[config.mk]
export PLATFORM = sky130hd
export DESIGN_NAME = pipe_memory_access
export DESIGN_NICKNAME = d
export VERILOG_FILES = /design/src/rtl/pipe_memory_access_pkg.sv /design/src/rtl/memory_lane_align.sv /design/src/rtl/pipe_memory_access.sv
export SDC_FILE = /design/constraint.sdc
export NUM_CORES = 1
export LEC_CHECK = 0
export BUFFER_PORTS_ARGS = -buffer_cell sky130_fd_sc_hd__buf_2
export CAP_MARGIN = 5
export CORE_MARGIN = 3
export CORE_UTILIZATION = 36
export CTS_BUF_LIST = sky130_fd_sc_hd__clkbuf_4
export DETAILED_ROUTE_END_ITERATION = 8
export SYNTH_ARGS = -nofsm -noshare
export SYNTH_HDL_FRONTEND = slang
export SYNTH_SLANG_ARGS = --single-unit
[constraint.sdc]
create_clock -name clk -period 7 [get_ports clk]
set_clock_uncertainty 0.15 [all_clocks]
set_input_delay 0.7 -clock clk [delete_from_list [all_inputs] [get_ports clk]]
set_output_delay 0.7 -clock clk [all_outputs]
set_load 0.005 [all_outputs]
[src/rtl/pipe_memory_access_pkg.sv]
// Shared encodings for the memory-access stage; the store stage's load
// extraction uses the same size and mask constants.
package pipe_memory_access_pkg;

  typedef enum logic {
    ST_IDLE   = 1'b0,
    ST_ACCESS = 1'b1
  } state_t;

  localparam logic [1:0] SIZE_BYTE = 2'b00;
  localparam logic [1:0] SIZE_HALF = 2'b01;
  localparam logic [1:0] SIZE_WORD = 2'b10;

  localparam logic [3:0] MASK_BYTE = 4'b0001;
  localparam logic [3:0] MASK_HALF = 4'b0011;
  localparam logic [3:0] MASK_WORD = 4'b1111;
  localparam logic [3:0] MASK_NONE = 4'b0000;

  function automatic logic [3:0] base_mask(input logic [1:0] size);
    case (size)
      SIZE_BYTE: base_mask = MASK_BYTE;
      SIZE_HALF: base_mask = MASK_HALF;
      SIZE_WORD: base_mask = MASK_WORD;
      default:   base_mask = MASK_NONE;
    endcase
  endfunction

endpackage

[src/rtl/memory_lane_align.sv]
// Combinational lane decode: byte-lane mask, misaligned/invalid flags and
// lane-replicated store data from access size and address offset.
module memory_lane_align
  import pipe_memory_access_pkg::*;
(
  input  logic [1:0]  i_size,
  input  logic [1:0]  i_addr_lo,
  input  logic [31:0] i_store_data,
  output logic [3:0]  o_lane_mask,
  output logic        o_misaligned,
  output logic        o_invalid,
  output logic [31:0] o_store_data
);

  logic [3:0] w_base;
  logic [7:0] w_shifted;

  assign w_base    = base_mask(i_size);
  // Lanes pushed past lane 3 mean the access straddles the word boundary.
  assign w_shifted = {4'b0000, w_base} << i_addr_lo;

  assign o_lane_mask  = w_shifted[3:0];
  assign o_misaligned = |w_shifted[7:4];
  assign o_invalid    = (w_base == MASK_NONE);

  always_comb begin
    o_store_data = i_store_data;
    case (i_size)
      SIZE_BYTE: o_store_data = {4{i_store_data[7:0]}};
      SIZE_HALF: o_store_data = {2{i_store_data[15:0]}};
      default:   o_store_data = i_store_data;
    endcase
  end

endmodule

[src/rtl/pipe_memory_access.sv]
// Memory-access stage: launches one bus transaction per load/store, stalls
// the pipe until ack, captures read data and reports misalign/timeout faults.
module pipe_memory_access
  import pipe_memory_access_pkg::*;
#(
  parameter int TIMEOUT_CYCLES = 255,
  parameter int TIMER_WIDTH    = 8
) (
  input  logic        clk,
  input  logic        rst,
  input  logic        stepPipe,
  input  logic        pipeStall,
  input  logic        isLoad,
  input  logic        isStore,
  input  logic [2:0]  funct3,
  input  logic [31:0] address,
  input  logic [31:0] storeData,
  output logic        memoryRequest,
  output logic        memoryWriteEnable,
  output logic [31:0] memoryAddress,
  output logic [3:0]  memoryByteSelect,
  output logic [31:0] memoryDataWrite,
  input  logic        memoryAck,
  input  logic [31:0] memoryDataIn,
  output logic [31:0] memoryDataRead,
  output logic        memoryStall,
  output logic        addressMisaligned,
  output logic        busError
);

  state_t r_state;
  state_t w_state_next;

  logic [TIMER_WIDTH-1:0] r_watchdog;
  logic [31:0] r_addr;
  logic [3:0]  r_lanes;
  logic [31:0] r_wdata;
  logic        r_we;
  logic [31:0] r_rdata;
  logic        r_misaligned;
  logic        r_bus_error;

  logic [3:0]  w_lane_mask;
  logic        w_misaligned;
  logic        w_invalid;
  logic [31:0] w_store_data;
  logic        w_launch;
  logic        w_launch_ok;
  logic        w_timeout;
  logic        w_unused_funct3;

  // Sign/unsigned selection is the store stage's concern.
  assign w_unused_funct3 = funct3[2];

  memory_lane_align u_align (
    .i_size       (funct3[1:0]),
    .i_addr_lo    (address[1:0]),
    .i_store_data (storeData),
    .o_lane_mask  (w_lane_mask),
    .o_misaligned (w_misaligned),
    .o_invalid    (w_invalid),
    .o_store_data (w_store_data)
  );

  assign w_launch    = (r_state == ST_IDLE) & stepPipe & ~pipeStall & (isLoad | isStore);
  assign w_launch_ok = w_launch & ~w_misaligned & ~w_invalid;
  assign w_timeout   = (r_watchdog == TIMER_WIDTH'(TIMEOUT_CYCLES - 1));

  always_ff @(posedge clk or posedge rst) begin
    if (rst) r_state <= ST_IDLE;
    else     r_state <= w_state_next;
  end

  always_comb begin
    w_state_next = r_state;
    case (r_state)
      ST_IDLE:   if (w_launch_ok) w_state_next = ST_ACCESS;
      ST_ACCESS: if (memoryAck | w_timeout) w_state_next = ST_IDLE;
      default:   w_state_next = ST_IDLE;
    endcase
  end

  always_ff @(posedge clk or posedge rst) begin
    if (rst) begin
      r_watchdog   <= '0;
      r_addr       <= '0;
      r_lanes      <= '0;
      r_wdata      <= '0;
      r_we         <= 1'b0;
      r_rdata      <= '0;
      r_misaligned <= 1'b0;
      r_bus_error  <= 1'b0;
    end else begin
      r_misaligned <= w_launch & w_misaligned;
      // Ack takes priority over a coincident timeout.
      r_bus_error  <= (r_state == ST_ACCESS) & w_timeout & ~memoryAck;
      if ((r_state == ST_ACCESS) & ~memoryAck & ~w_timeout) r_watchdog <= r_watchdog + 1'b1;
      else                                                    r_watchdog <= '0;
      if (w_launch_ok) begin
        r_addr  <= {address[31:2], 2'b00};
        r_lanes <= w_lane_mask;
        r_wdata <= w_store_data;
        r_we    <= isStore;
      end
      if ((r_state == ST_ACCESS) & memoryAck & ~r_we) r_rdata <= memoryDataIn;
    end
  end

  // Request is gated by rst so it falls the instant reset asserts.
  always_comb begin
    memoryRequest     = (r_state == ST_ACCESS) & ~rst;
    memoryStall       = (r_state == ST_ACCESS) & ~rst;
    memoryWriteEnable = r_we;
    memoryAddress     = r_addr;
    memoryByteSelect  = r_lanes;
    memoryDataWrite   = r_wdata;
    memoryDataRead    = r_rdata;
    addressMisaligned = r_misaligned;
    busError          = r_bus_error;
  end

endmodule

* Word level (Yosys, flattened, before mapping)
Cells that the tools add are included.
** Cells by class
- $add $sub $neg :: 1
- Equality and inequality tests :: 3
- Shift-type cells :: 1
- Multiplexer cells :: 6
- Bitwise logic cells :: 23
- Reduce and logical (&&, ||, !) cells :: 3
** Operators with widths (number)
- 32-bit case mux with 2 select lines :: 1
- 1-bit bitwise AND :: 13
- 4-bit case mux with 3 select lines :: 1
- 8-bit by 1-bit adder with 8-bit output (second input constant) :: 1
- 8-bit equality test (second input constant) :: 1
- 8-bit two-way mux :: 1
- 1-bit inverter :: 8
- 4-bit by 2-bit << shifter with 8-bit output :: 1
- 4-bit logical NOT :: 1
- 4-bit OR reduction :: 1
- 2-bit by 1-bit equality test with 1-bit output (second input constant) :: 1
- 2-bit equality test (second input constant) :: 1
- 2-bit logical NOT :: 1
- 1-bit two-way mux :: 2
- 1-bit bitwise OR :: 2
- 1-bit case mux with 2 select lines :: 1
** Word-level totals
- Flip-flop bits (word level) :: 110
- Input bits :: 106
- Output and inout port bits :: 105

* Logic depth before layout (Yosys ltp)
- Depth after elaboration :: 9
- Mapped depth :: 8
- Mapped depth without buffers :: 6

* Hierarchy
From an unflattened synthesis, not the netlist that was laid out.
** Second synthesis, totals
- Cell total of the unflattened synthesis :: 329
- Area, all modules :: 4749.6 um2
** By module, submodules not included
- pipe_memory_access :: times used 1, cells an instance 265, area an instance 4219.0 um2, sequential area each 2752.6 um2
- memory_lane_align :: times used 1, cells an instance 64, area an instance 530.5 um2, sequential area each 0.0 um2

* Worst setup path before layout
Ideal clock, no wire load.
- Kind :: in2reg
- Start :: input funct3[1]
- End :: register r_addr[20] (netlist: memoryAddress[20])
- Library setup time :: 0.127 ns
- Data arrival time :: 2.135 ns
- Setup slack :: 4.587 ns
- Stages :: 8
- Path buffers :: 2
- Cell sequence :: inv_1 -> ha_1 -> nand3_1 -> nand2_1 -> nor3_2 -> buf_6 -> buf_6 -> mux2_1
** On the way
- Word-level cells in the longest chain between the ends :: 7
- Elaborated cells between the ends (all ways) :: 11
- Classes of those cells :: eq/ne (2); shift (1); mux (1); bitwise (4); reduce/logical (3)
** RTL lines
- start: declaration :: line pipe_memory_access.sv:15 : input logic [2:0] funct3,
- 2-bit equality test (tied with other cells) :: line pipe_memory_access_pkg.sv:20 : case (size)
- 4-bit case mux with 3 select lines (*) :: line pipe_memory_access_pkg.sv:20
- 4-bit by 2-bit << shifter with 8-bit output :: line memory_lane_align.sv:20 : assign w_shifted = {4'b0000, w_base} << i_addr_lo;
- 4-bit OR reduction :: line memory_lane_align.sv:23 : assign o_misaligned = |w_shifted[7:4];
- 1-bit inverter :: line pipe_memory_access.sv:66 : assign w_launch_ok = w_launch & ~w_misaligned & ~w_invalid;
- 1-bit bitwise AND :: line pipe_memory_access.sv:66
- 1-bit bitwise AND (*) :: line pipe_memory_access.sv:66
- end signal: assignment :: line pipe_memory_access.sv:100 : r_addr <= {address[31:2], 2'b00};
- end: declaration :: line pipe_memory_access.sv:35 : logic [31:0] r_addr;
Every way passes the cells marked *; elsewhere a longest branch is shown, timed or not.
A chain may end at the register's enable or synchronous reset.

* Final worst setup path
- Start :: input funct3[1]
- End :: register r_wdata[18] (netlist: memoryDataWrite[18])
** On the way
- Word-level cells in the longest chain between the ends :: 7
- Elaborated cells between the ends (all ways) :: 12
- Classes of those cells :: eq/ne (2); shift (1); mux (2); bitwise (4); reduce/logical (3)
** RTL lines
- 2-bit equality test (tied with other cells) :: line pipe_memory_access_pkg.sv:20
- 4-bit case mux with 3 select lines :: line pipe_memory_access_pkg.sv:20
- 4-bit by 2-bit << shifter with 8-bit output :: line memory_lane_align.sv:20
- 4-bit OR reduction :: line memory_lane_align.sv:23
- 1-bit inverter :: line pipe_memory_access.sv:66
- 1-bit bitwise AND (2 in a row) :: line pipe_memory_access.sv:66
- end signal: assignment :: line pipe_memory_access.sv:102 : r_wdata <= w_store_data;
- end: declaration :: line pipe_memory_access.sv:37 : logic [31:0] r_wdata;
Parallel ways exist; a longest one is shown, timed or not.

==> flow_summary.ini <==
[sta]
hold_viol = 0
setup_violations = 0
maxSlewViolCount = 0
period_share = 0.410
grt_setup_unrepaired = no
fmax_mhz = 348
tightest_slew_ns = 1.24
whs_ns = 0.134
fin_setup_tns_ns = 0
slew_headroom = 0.171
period_minus_slack_ns = 2.87

[route]
viasPerCell = 4.71
ant_nets = 0
first_iter_violations = 118
drc = 0
routed_wl_mm = 11.3
wire_per_inst_um = 15.7
firstDrtPassIters = 4
vias = 3386

[cells_and_area]
seq_area_um2 = 2750
fin_cells = 719
area_growth_pct = 27.8
fin_nets = 657
fillers = 1178
fin_util = 0.483
drive_above_1_share = 0.564
multi_input_area_um2 = 1780

[run]
cap_viol_max_count = 0

[power]
p_total_mw = 1.73
ir_worst_vdd_mv = 0.128
power_density_nw_per_um2 = 291
leakagePower_nw = 2.98

[clock_tree]
htree_num_levels = 3
clkLatencyLatePin_ns = 0.47
clk_root_buffer_cell = clkbuf_4
cts_sinks = 110
clockBufferDepth = 2
cts_resized = 0
cts_made_buffers = 9
cts_setup_buffers = 0
postCtsHoldBufs = 0
cts_tree = yes
clk_pin_slew_ns = 0.16

[yosys]
synth_cell_types = 31
synth_area_leaders = dfrtp_1, mux2_2, mux2_1
synthTopCellsByCount = dfrtp_1, mux2_2, nand2_1
yosysTopAreaCell = dfrtp_1
yosysWarningCount = 0
synthArstFlopShare = 1.00
ys_seq_area_frac = 0.592
synth_enable_flop_cells = 0
ys_ff_latch = 110
synth_ff_type = dfrtp_1
syn_inst = 343
yosysMostFrequentCell = dfrtp_1
syn_area_per_cell_um2 = 13.6
syn_area_um2 = 4650
yosysTopAreaCellShare = 0.592

[setup_path]
r2r_start = r_state$_DFF_PP0_
worstSetupStartpointType = input pin
max_stage_delay_ns = 1.03
critPathLaunch = funct3[1]
critPathCaptureType = register
worstPathCellList = buf_2 -> inv_1 -> ha_1 -> nor2_1 -> o21ai_0 -> mux2_2
slowest_stage = nor2_1
criticalPathCategory = in -> reg
r2r_slack_ns = 4.43
worstPathMaxFanout = 20
arrival_ns = 3.09
cp.required_ns = 7.22

[global_route]
grt_use_total = 0.159
antenna_found_initial = 1
overflow = 0
grt_pass1_vias = 3441
grt_first_pass_wirelength_mm = 17.8
grt_max_degree = 69

[floorplanning]
pin_count = 211
placementRows = 40
die_height_um = 120
initial_core_util = 0.378
core_area_um2 = 12300
dieArea_um2 = 14300
die_w_um = 120

[placed_design]
portBuffers = 207
hpwl_mm = 8.31
gp_congestion = 0.793
placed_cells = 702

[run_status]
status = complete, no violations

[min_path]
hp-class = in -> async
[cell type report]
cell class	count	share of cell area
inverter	4	0.00295
tap	168	0.0354
multi-input combinational	210	0.299
timing repair buffer	210	0.178
sequential	110	0.463
antenna	1	0.000421
clock inverter	7	0.00947
clock buffer	9	0.0114
[power breakdown]
part / total, mW / internal, mW / leakage, nW / switching (mW)
sequential: 0.919 / 0.828 / 1.34 / 0.0908
clock: 0.295 / 0.0768 / 0.0621 / 0.218
combinational: 0.514 / 0.301 / 1.58 / 0.213
total: 1.73 / 1.21 / 2.98 / 0.522
[critical path: cells and delay by family]
| kind | cells | cell delay, ns |
|---|---|---|
| AO/OA/AOI/OAI | 1 | 0.22 |
| adder cells (fa/ha/maj) | 1 | 0.47 |
| buffers and inverters | 2 | 0.35 |
| multiplexers | 1 | 0.31 |
| AND/OR/NAND/NOR | 1 | 1.03 |
[registers in the layout, summed over array words and instances (netlist names)]
register / cells
r_watchdog: 8
memoryDataRead: 32
addressMisaligned: 1
memoryByteSelect: 4
memoryDataWrite: 32
memoryAddress: 30
memoryWriteEnable: 1
r_state: 1
busError: 1
[cells by family after synthesis]
family | after synthesis | share of synthesized area
flops | 110 | 0.592
mux | 103 | 0.249
simple gates | 63 | 0.0608
compound gates | 32 | 0.0463
buf+inv | 24 | 0.0277
fa+ha+maj | 6 | 0.0161
xor+xnor | 4 | 0.00753
other cells | 1 | 0.000806
[per-layer routing]
metal	GRT usage	vias to the layer above	routed length (um)	share of wire
met2	0.267	110	5770	0.51
met5	0	-	0	0
met3	0.0325	23	544	0.048
met1	0.192	1653	4600	0.41
li1	-	1600	-	-
met4	0.0859	0	374	0.033
[through the flow]
stage,instance area [um2],setup slack [ns]
floorplan,4660,3.25
global placement,5820,3.70
detailed placement,5820,3.66
CTS,5940,4.22
global route,5950,3.94
finish,5950,4.13
[cells in the final DEF (no fill, tap or decap)]
cell and n:
buf_2 207, dfrtp_1 110, mux2_2 83, nand2_1 35
mux2_1 19, nor2_1 12, o21ai_0 9, clkbuf_4 9
a22o_1 8, a22oi_1 8, ha_1 6, a21oi_1 5
nand3_1 4, inv_1 3, nand2b_1 3, buf_4 3
nand3b_1 2, xnor2_1 2, xor2_1 2, nor2b_1 2
conb_1 2, clkinvlp_4 2, clkinv_4 2, diode_2 1
or4b_1 1, nor3_4 1, and4_1 1, a21o_1 1
o21bai_1 1, nor3_1 1, or3_1 1, inv_4 1
mux2i_1 1, inv_6 1, inv_8 1, clkinv_1 1
[final timing paths]
check / end / cells after the start
worst max-delay path: memoryDataWrite[18]$_DFFE_PP0P_ / 6
worst min register to register: memoryAddress[28]$_DFFE_PP0P_ / 1
min in group clk: memoryAddress[28]$_DFFE_PP0P_ / 2
worst max register to register: memoryDataWrite[31]$_DFFE_PP0P_ / 4
max in group asynchronous: memoryDataWrite[0]$_DFFE_PP0P_ / 3
worst min-delay path: memoryByteSelect[3]$_DFFE_PP0P_ / 2
Power figures use the tool's default switching activity.
